## src/rtl/spi_master.sv

```systemverilog
// rtl/spi_master.sv - SPI master sending {addr,size,write} control word then write data or turnaround + read data.
// Optional SPI_MASTER_KEEP_SS_EN: a request accepted in the last HOLD cycle chains frames with ss_n held low.
package spi_pkg;
   localparam int AWIDTH = 8;
   localparam int DWIDTH = 32;
endpackage

module spi_master #(
   parameter int AWIDTH  = spi_pkg::AWIDTH,
   parameter int DWIDTH  = spi_pkg::DWIDTH,
   parameter int CLK_DIV = 2,
   parameter int SS_GAP  = 2
) (
   input  logic              clk,
   input  logic              rst_n,
   input  logic [1:0]        mode,
   input  logic              start,
   output logic              ready,
   input  logic              write,
   input  logic [1:0]        size,
   input  logic [AWIDTH-1:0] addr,
   input  logic [DWIDTH-1:0] wdata,
   output logic [DWIDTH-1:0] rdata,
   output logic              done,
   output logic              sck,
   output logic              mosi,
   input  logic              miso,
   output logic              ss_n
);
   typedef enum logic [2:0] {
      S_IDLE, S_SETUP, S_CTRL, S_WAIT, S_DATA_TX, S_DATA_RX, S_HOLD, S_GAP
   } state_t;

   localparam int DIV_W = $clog2(CLK_DIV + 1);
   localparam int GAP_W = $clog2(SS_GAP + 1);
   localparam logic [DIV_W-1:0]  DIV_LAST  = DIV_W'(CLK_DIV - 1);
   localparam logic [GAP_W-1:0]  GAP_LAST  = GAP_W'(SS_GAP - 1);
   localparam logic [5:0]        CTRL_LAST = 6'(AWIDTH + 2);
   localparam logic [AWIDTH+2:0] CTRL_ONE  = {{(AWIDTH+2){1'b0}}, 1'b1};
   localparam logic [DWIDTH-1:0] DATA_ONE  = {{(DWIDTH-1){1'b0}}, 1'b1};

   state_t              r_state, w_next_state;
   logic [DIV_W-1:0]    r_div;
   logic [GAP_W-1:0]    r_gap;
   logic [5:0]          r_cnt;
   logic                r_half;
   logic                r_cpol, r_cpha, r_write;
   logic [1:0]          r_size;
   logic [AWIDTH-1:0]   r_addr;
   logic [DWIDTH-1:0]   r_wdata, r_shift, r_rdata;
   logic                r_sck, r_mosi, r_ss_n, r_ready, r_done;

   logic                w_tick, w_bit_state, w_trail, w_bit_end, w_last_bit, w_next_bit;
   logic                w_accept, w_hold_end, w_gap_end, w_to_hold, w_rx_sample, w_div_run;
   logic [5:0]          w_cnt_inc, w_n_last;
   logic [AWIDTH+2:0]   w_ctrl;
   logic                w_ctrl_bit, w_wd_bit;

   assign w_tick      = (r_div == DIV_LAST);
   assign w_bit_state = (r_state == S_CTRL) || (r_state == S_WAIT) ||
                        (r_state == S_DATA_TX) || (r_state == S_DATA_RX);
   assign w_trail     = w_bit_state && w_tick && !r_half;
   assign w_bit_end   = w_bit_state && w_tick && r_half;
   assign w_div_run   = (r_state != S_IDLE) && (r_state != S_GAP);
   assign w_hold_end  = (r_state == S_HOLD) && w_tick;
   assign w_gap_end   = (r_state == S_GAP) && (r_gap == GAP_LAST);
   assign w_cnt_inc   = r_cnt + 6'd1;
   assign w_n_last    = (r_size == 2'd0) ? 6'd7 : (r_size == 2'd1) ? 6'd15 : 6'd31;
   assign w_ctrl      = {r_addr, r_size, r_write};
   assign w_ctrl_bit  = |(w_ctrl & (CTRL_ONE << w_cnt_inc));
   assign w_wd_bit    = |(r_wdata & (DATA_ONE << w_cnt_inc));
   assign w_to_hold   = w_bit_end && w_last_bit &&
                        ((r_state == S_DATA_TX) || (r_state == S_DATA_RX));
   // cpha=0 samples on the leading edge, which for RX bit 0 is the end of the WAIT bit
   assign w_rx_sample = r_cpha ? ((r_state == S_DATA_RX) && w_trail)
                               : (((r_state == S_WAIT) && w_bit_end) ||
                                  ((r_state == S_DATA_RX) && w_bit_end && !w_last_bit));

`ifdef SPI_MASTER_KEEP_SS_EN
   assign w_accept = start && ((r_state == S_IDLE) || w_hold_end);
`else
   assign w_accept = start && (r_state == S_IDLE);
`endif

   always_ff @(posedge clk) begin
      if (!rst_n) begin
         r_state <= S_IDLE;
      end else begin
         r_state <= w_next_state;
      end
   end

   always_comb begin
      w_next_state = r_state;
      w_last_bit   = 1'b0;
      w_next_bit   = 1'b0;
      case (r_state)
         S_CTRL: begin
            w_last_bit = (r_cnt == CTRL_LAST);
            w_next_bit = w_last_bit ? (r_write & r_wdata[0]) : w_ctrl_bit;
         end
         S_WAIT:    w_last_bit = 1'b1;
         S_DATA_TX: begin
            w_last_bit = (r_cnt == w_n_last);
            w_next_bit = w_last_bit ? 1'b0 : w_wd_bit;
         end
         S_DATA_RX: w_last_bit = (r_cnt == w_n_last);
         default:   w_last_bit = 1'b0;
      endcase
      case (r_state)
         S_IDLE:    if (w_accept) w_next_state = S_SETUP;
         S_SETUP:   if (w_tick) w_next_state = S_CTRL;
         S_CTRL:    if (w_bit_end && w_last_bit) w_next_state = r_write ? S_DATA_TX : S_WAIT;
         S_WAIT:    if (w_bit_end) w_next_state = S_DATA_RX;
         S_DATA_TX,
         S_DATA_RX: if (w_to_hold) w_next_state = S_HOLD;
         S_HOLD:    if (w_tick) w_next_state = w_accept ? S_SETUP : S_GAP;
         S_GAP:     if (w_gap_end) w_next_state = S_IDLE;
         default:   w_next_state = S_IDLE;
      endcase
   end

   always_ff @(posedge clk) begin
      if (!rst_n) begin
         r_div   <= '0;
         r_gap   <= '0;
         r_cnt   <= '0;
         r_half  <= 1'b0;
         r_cpol  <= 1'b0;
         r_cpha  <= 1'b0;
         r_write <= 1'b0;
         r_size  <= '0;
         r_addr  <= '0;
         r_wdata <= '0;
         r_shift <= '0;
         r_rdata <= '0;
         r_sck   <= 1'b0;
         r_mosi  <= 1'b0;
         r_ss_n  <= 1'b1;
         r_ready <= 1'b1;
         r_done  <= 1'b0;
      end else begin
         r_done <= w_hold_end;
         r_gap  <= (r_state == S_GAP) ? r_gap + 1'b1 : '0;
         if (w_next_state != r_state) begin
            r_cnt <= '0;
         end else if (w_bit_end) begin
            r_cnt <= w_cnt_inc;
         end
         if (w_hold_end && !r_write) begin
            r_rdata <= r_shift;
         end
         if (w_accept) begin
            {r_cpol, r_cpha} <= mode;
            r_write <= write;
            r_size  <= size;
            r_addr  <= addr;
            r_wdata <= wdata;
            r_div   <= '0;
            r_half  <= 1'b0;
            r_shift <= '0;
            r_ss_n  <= 1'b0;
            r_ready <= 1'b0;
            r_sck   <= mode[1];
            r_mosi  <= mode[0] ? 1'b0 : write;
         end else begin
            if (w_div_run) r_div <= w_tick ? '0 : r_div + 1'b1;
            if (w_bit_state && w_tick) r_half <= ~r_half;
            if (w_rx_sample) r_shift <= {r_shift[DWIDTH-2:0], miso};
            if (w_hold_end) r_ss_n <= 1'b1;
            if (w_gap_end) r_ready <= 1'b1;
            if ((r_state == S_SETUP) && w_tick) begin
               r_sck <= ~r_cpol;
            end else if (w_trail) begin
               r_sck <= r_cpol;
            end else if (w_bit_end && !w_to_hold) begin
               r_sck <= ~r_cpol;
            end
            if ((r_state == S_SETUP) && w_tick && r_cpha) begin
               r_mosi <= r_write;
            end else if ((w_trail && !r_cpha) || (w_bit_end && r_cpha)) begin
               r_mosi <= w_next_bit;
            end
         end
      end
   end

   assign ready = r_ready;
   assign done  = r_done;
   assign rdata = r_rdata;
   assign sck   = r_sck;
   assign mosi  = r_mosi;
   assign ss_n  = r_ss_n;
endmodule
```

## config.mk

```make
export PLATFORM = sky130hd
export DESIGN_NAME = spi_master
export DESIGN_NICKNAME = d
export VERILOG_FILES = /design/src/rtl/spi_master.sv
export SDC_FILE = /design/constraint.sdc
export NUM_CORES = 1
export LEC_CHECK = 0
export CORE_MARGIN = 8
export CORE_UTILIZATION = 40
export CTS_CLUSTER_DIAMETER = 150
export DETAILED_ROUTE_END_ITERATION = 8
export PLACE_DENSITY_LB_ADDON = 0.2
export SETUP_SLACK_MARGIN = 0.05
export SLEW_MARGIN = 40
export SYNTH_ARGS = -nofsm -noshare
export SYNTH_HDL_FRONTEND = slang
export SYNTH_SLANG_ARGS = --single-unit
```

## constraint.sdc

```tcl
create_clock -name clk -period 3.4 [get_ports clk]
set_input_delay 0.51 -clock clk [delete_from_list [all_inputs] [get_ports clk]]
set_output_delay 0.51 -clock clk [all_outputs]
set_load 0.05 [all_outputs]
```

## Yosys cells after proc, flatten, opt, wreduce, memory -nomap -nowiden

Cells that the tools add are included.
W data, S select, Z words.

| operators by class | value |
|---|---|
| add/subtract/negate cells | 3 |
| shifts and indexed selects | 2 |
| $mul | 0 |
| bitwise logic cells | 6 |
| order comparisons | 0 |
| mux-type cells | 30 |
| div/mod/pow operators | 0 |
| reductions and logical operators | 43 |
| equal/unequal tests | 14 |

Operators with widths:

| cell | number |
|---|---|
| $and A32 B32 Y32 | 1 |
| $reduce_or A32 Y1 | 1 |
| $shl A1 B6 Y32 const A | 1 |
| $mux W3 | 9 |
| $pmux W3 S7 | 1 |
| $logic_and A1 B1 Y1 | 19 |
| $mux W1 | 15 |
| $eq A3 B3 Y1 const B | 4 |
| $and A11 B11 Y11 | 1 |
| $reduce_or A11 Y1 | 1 |
| $shl A1 B6 Y11 const A | 1 |
| $mux W5 | 2 |
| $add A6 B1 Y6 const B | 1 |
| $eq A2 B1 Y1 const B | 3 |
| $eq A3 B2 Y1 const B | 2 |
| $eq A6 B4 Y1 const B | 1 |
| $eq A6 B5 Y1 | 1 |
| $logic_or A1 B1 Y1 | 6 |
| $reduce_bool A3 Y1 | 2 |
| $reduce_or A2 Y1 | 3 |
| $logic_not A1 Y1 | 5 |
| $add A2 B1 Y2 const B | 2 |
| $reduce_bool A2 Y1 | 2 |
| $reduce_bool A4 Y1 | 1 |
| 11 further kinds | 13 |

| word-level totals | value |
|---|---|
| input port bits | 49 |
| bits in read-only memories | 0 |
| memory bits (writable) | 0 |
| word-level logic and storage cells | 116 |
| latch bits | 0 |
| memories | 0 |
| register bits after elaboration | 128 |
| output and inout port bits | 37 |

## Depth between registers and ports, before layout

| depth | value |
|---|---|
| depth after elaboration | 14 |
| depth in mapped cells | 10 |
| gate-level depth less buffers | 8 |

## Worst setup path after synthesis

No wires, ideal clock.

| timing | value |
|---|---|
| path kind | register to register |
| start point | register r_cnt[0] |
| end point | register r_mosi (netlist: mosi) |
| data required time | 3272 ps |
| buffers on the path | 2 |
| cell stages (with the launch flop) | 11 |
| data arrival time | 2224 ps |
| setup slack | 1048 ps |
| setup time | 128 ps |
| path through | dfxtp_1 > clkbuf_1 > inv_1 > ha_1 > clkbuf_1 > mux2_2 > a221oi_1 > o32ai_1 > nand2_1 > a2111o_1 > o211ai_1 |

| between the ends | value |
|---|---|
| word-level cells in the longest chain between the ends | 9 |
| elaborated cells on any way between the ends | 15 |
| classes of those cells | add/sub (1); eq/ne (2); shift (2); mux (6); bitwise (2); reduce/logical (2) |

RTL lines:

| item | line | text |
|---|---|---|
| from (decl) | 45 | `logic [5:0] r_cnt;` |
| from (signal assigned) | 148 | `r_cnt <= w_cnt_inc;` |
| $add A6 B1 Y6 (*) | 67 | `assign w_cnt_inc = r_cnt + 6'd1;` |
| named net w_cnt_inc[0] | 55 | `logic [5:0] w_cnt_inc, w_n_last;` |
| $shl A1 B6 Y32 or $shl A1 B6 Y11 (tied branches) | 71, 70 |  |
| $and A32 B32 Y32 or $and A11 B11 Y11 (tied branches) | 71, 70 |  |
| $reduce_or A32 Y1 or $reduce_or A11 Y1 (tied branches) | 71, 70 |  |
| $mux W1 (on tied branches) | 105, 100 |  |
| $pmux W1 S2 (*) | 97 | `case (r_state)` |
| $mux W1 (*) | 181 | `end else if ((w_trail && !r_cpha) \|\| (w_bit_end && r_cpha)) begin` |
| $mux W1 (*) | 179 | `if ((r_state == S_SETUP) && w_tick && r_cpha) begin` |
| $mux W1 (*) | 153 | `if (w_accept) begin` |
| to (signal assigned) | 165 | `r_mosi <= mode[0] ? 1'b0 : write;` |
| to (signal assigned) | 180 | `r_mosi <= r_write;` |
| to (signal assigned) | 182 | `r_mosi <= w_next_bit;` |
| to (decl) | 51 | `logic r_sck, r_mosi, r_ss_n, r_ready, r_done;` |

Mark *: on every way through the listed nets, which the timed path passes. The rest lies on a longest branch. The select of a mux whose other input is x is not followed.
A chain may end at the register's enable or synchronous reset.

## Worst setup path in the final report

| timing | value |
|---|---|
| start point | register r_cnt[0] |
| end point | register r_shift[21] |

| between the ends | value |
|---|---|
| word-level cells in the longest chain between the ends | 6 |
| elaborated cells on any way between the ends | 7 |
| classes of those cells | eq/ne (2); mux (2); reduce/logical (3) |

RTL lines:

| item | line | text |
|---|---|---|
| $eq A6 B5 Y1 or $eq A6 B4 Y1 (tied branches) | 104, 107, 99 |  |
| $pmux W1 S3 (*) | 97 |  |
| $logic_not A1 Y1 (*) | 77 | `((r_state == S_DATA_RX) && w_bit_end && !w_last_bit));` |
| $logic_and A1 B1 Y1 (*) | 77 |  |
| $logic_or A1 B1 Y1 (*) | 76 | `: (((r_state == S_WAIT) && w_bit_end) \|\|` |
| $mux W1 (*) | 75 | `assign w_rx_sample = r_cpha ? ((r_state == S_DATA_RX) && w_trail)` |
| to (signal assigned) | 169 | `if (w_rx_sample) r_shift <= {r_shift[DWIDTH-2:0], miso};` |
| to (decl) | 50 | `logic [DWIDTH-1:0] r_wdata, r_shift, r_rdata;` |

Every way passes the cells marked *; elsewhere a longest branch is shown, timed or not.

==> impl_metrics.json <==
{
  "syn_to_final_growth_pct": 28.2,
  "synthTopCellsByArea": "dfxtp_1, nand2_1, a21oi_1",
  "coreArea_mm2": 0.0138,
  "drv_slew": 0,
  "route.detailed.drc": 0,
  "post-synth-top-area-fraction_pct": 45.9,
  "leakage_nw": 2.76,
  "syn_area_mm2": 0.00558,
  "antenna_found_initial": 0,
  "synth_simple_gate_area_share_pct": 21.3,
  "synth.distinct_cells": 62,
  "synth_warnings": 0,
  "timing.hold.ws_ps": 421,
  "cts_buffers": 17,
  "layout-drive-gt1-share_pct": 8.21,
  "dp_hpwl_mm": 9.47,
  "grt_pass1_vias": 4688,
  "p_per_area_mw_per_mm2": 619,
  "finalWirelength_mm": 13.6,
  "crit_chain": "ha_1 -> nand2_1 -> nor3_2 -> a31oi_1 -> o311ai_4 -> buf_4 -> mux2i_1 -> nor2_1",
  "clk_pin_slew_ps": 60,
  "pin_count": 86,
  "max-vdd-ir-drop_mv": 0.339,
  "setup_tns_ps": 0,
  "avgRoutedWirePerCell_um": 14.5,
  "crit_fanout": 32,
  "h-tree-depth": 4,
  "switching_share_pct": 28.9,
  "cts_sinks": 128,
  "diodes": 0,
  "synth.avg_cell_area_um2": 8.29,
  "rows": 43,
  "ant_nets": 0,
  "path_buf_inv": 1,
  "grt.total_usage_pct": 15.2,
  "highest_layer": "met4",
  "crit_type": "flip-flop to flip-flop",
  "synth_xor_area_share_pct": 2.18,
  "synth_top_family_by_area": "simple AND/OR/NAND/NOR gates",
  "synth_largest_area_cell": "dfxtp_1",
  "final.min_clock_period_ps": 2750,
  "rsz0062_at_grt": "no",
  "fin_crit_sh_pct": 80.9,
  "drv_cap": 0,
  "finalCoreUtilization_pct": 51.9,
  "synth_fa_ha_area_share_pct": 1.79,
  "drtPass1Iterations": 5,
  "synth-main-ff-cell": "dfxtp_1",
  "die_h_um": 134,
  "crit_path_end_kind": "flip-flop",
  "slew_headroom_pct": 48.1,
  "finish.net_count": 799,
  "power.switching_w": 0.00128,
  "cts-root-buf": "clkbuf_16",
  "power.internal_w": 0.00315,
  "hold_viol": 0,
  "yosysSeqAreaShare_pct": 45.9,
  "hold_path.class": "flip-flop to flip-flop",
  "synth_edf_count": 0,
  "drtIter0Drc": 284,
  "synth-compound-area-share_pct": 17.5,
  "status": "complete, no violations",
  "worst_pin_slew_ps": 777,
  "synthMuxAreaShare_pct": 6.71,
  "grt_max_degree": 51,
  "required_ps": 3700,
  "vias": 4833,
  "cts_setup_buffers": 0,
  "synth_most_common_cell": "nand2_1",
  "cts_hold_buf": 0,
  "fin_skew_ps": 10.3,
  "syn_nets": 730,
  "wl_met2_mm": 6.16,
  "io_buffers": 85,
  "fp.dieW_um": 134,
  "fmax_ghz": 0.364,
  "initial_core_util_pct": 40.5,
  "cts_tree": "done",
  "p_seq_share_pct": 39.3,
  "worstPathArrival_ps": 3050,
  "finalSetupViolCount": 0,
  "grt_pass1_wl_mm": 22.4,
  "worst_setup_path_start_kind": "flip-flop",
  "insertion_delay_ps": 420,
  "critPathMaxStageDelay_ps": 610,
  "combinationalPowerShare_pct": 18.6,
  "design.die.area_mm2": 0.0180,
  "wl_met1_mm": 6.34,
  "clk_path_buf_depth": 2,
  "path_delay_family": "flip-flops",
  "ys_ff_latch": 128,
  "ys_async_sr_fraction_pct": 0,
  "cts_resized": 0,
  "vias_per_cell": 5.17,
  "gp_congestion": 0.823,
  "synth_common_cells": "nand2_1, dfxtp_1, a21oi_1",
  "overflow": 0,
  "synthCells": 673,
  "met3WireLength_um": 828,
  "pwr-share-clk_pct": 42.1,
  "crit_slowest_cell": "dfxtp_1"
}
==> layer usage <==
layer / GRT usage, % / vias up
li1: - / 2439
met1: 19.1 / 2251
met2: 24.1 / 124
met3: 4.45 / 19
met4: 6.05 / 0
met5: 0 / -
==> registers in the layout (all words and copies together) (netlist names) <==
register / cells
r_wdata: 32
r_cnt: 6
r_state: 3
done: 1
ss_n: 1
ready: 1
sck: 1
r_half: 1
r_addr: 8
r_write: 1
rdata: 32
r_cpha: 1
r_gap: 2
mosi: 1
r_size: 2
r_shift: 32
r_div: 2
r_cpol: 1
==> power groups by stage <==
stage	Combinational, W	Sequential, W	Clock [W]
final	0.000823	0.00174	0.00186
after global routing	0.000922	0.00176	0.00195
after CTS	0.000832	0.00174	0.00189
after detailed placement	0.000827	0.00177	0
after global placement	0.000810	0.00176	0
after floorplan	0.000588	0.00176	0
==> through the flow <==
| stage | cells | power, W | setup slack [ps] | instance area [µm²] |
|---|---|---|---|---|
| floorplan | 673 | 0.00234 | 1050 | 5580 |
| global placement | 903 | 0.00257 | 765 | 6530 |
| detailed placement | 903 | 0.00260 | 668 | 6530 |
| CTS | 935 | 0.00445 | 656 | 7150 |
| global route | 935 | 0.00463 | 405 | 7150 |
| finish | 935 | 0.00442 | 649 | 7150 |
==> final cells by class <==
| class | count | area, µm² |
|---|---|---|
| inverter | 8 | 30.0 |
| sequential | 128 | 2560 |
| tap | 180 | 225 |
| timing repair buffer | 98 | 948 |
| multi-input combinational | 489 | 2760 |
| fill | 1345 | 6620 |
| clock inverter | 8 | 100 |
| clock buffer | 24 | 522 |
==> worst paths after layout <==
kind	slack [ps]	end	from	cells past startpoint
worst max-delay path	650	r_shift[21]	r_cnt[0]	8
worst min-delay path	420	r_gap[0]	r_gap[0]	1
worst max register to register	650	r_shift[21]	r_cnt[0]	8
worst min register to register	420	r_gap[0]	r_gap[0]	1
==> placed cells by master, fill, tap and decap left out, types with 3 or more instances in the layout <==
master | synthesis | routed
clkbuf_16 | 0 | 17
o21ai_0 | 10 | 10
nor3_1 | 9 | 9
inv_1 | 8 | 7
clkbuf_8 | 0 | 7
mux2i_1 | 34 | 34
ha_1 | 8 | 8
nor3b_1 | 4 | 4
xor2_1 | 5 | 5
xnor2_1 | 7 | 7
nor2b_1 | 5 | 5
a211oi_1 | 4 | 4
nand2_1 | 175 | 175
clkdlybuf4s50_1 | 0 | 85
nand3_1 | 11 | 11
nor2_1 | 57 | 56
dfxtp_1 | 128 | 128
buf_4 | 1 | 13
a221oi_1 | 4 | 4
a21oi_1 | 86 | 86
a31oi_1 | 6 | 6
a222oi_1 | 5 | 5
o31ai_1 | 3 | 3
mux2_2 | 3 | 3
a22oi_1 | 3 | 3
and3_1 | 5 | 5
clkinv_2 | 0 | 3
==> cells by family after synthesis <==
logic type	after synthesis
simple gates	281
flops	128
mux	37
buf+inv	56
xor+xnor	13
compound gates	150
fa+ha+maj	8
Note: power is estimated with default switching activity, not from simulation.
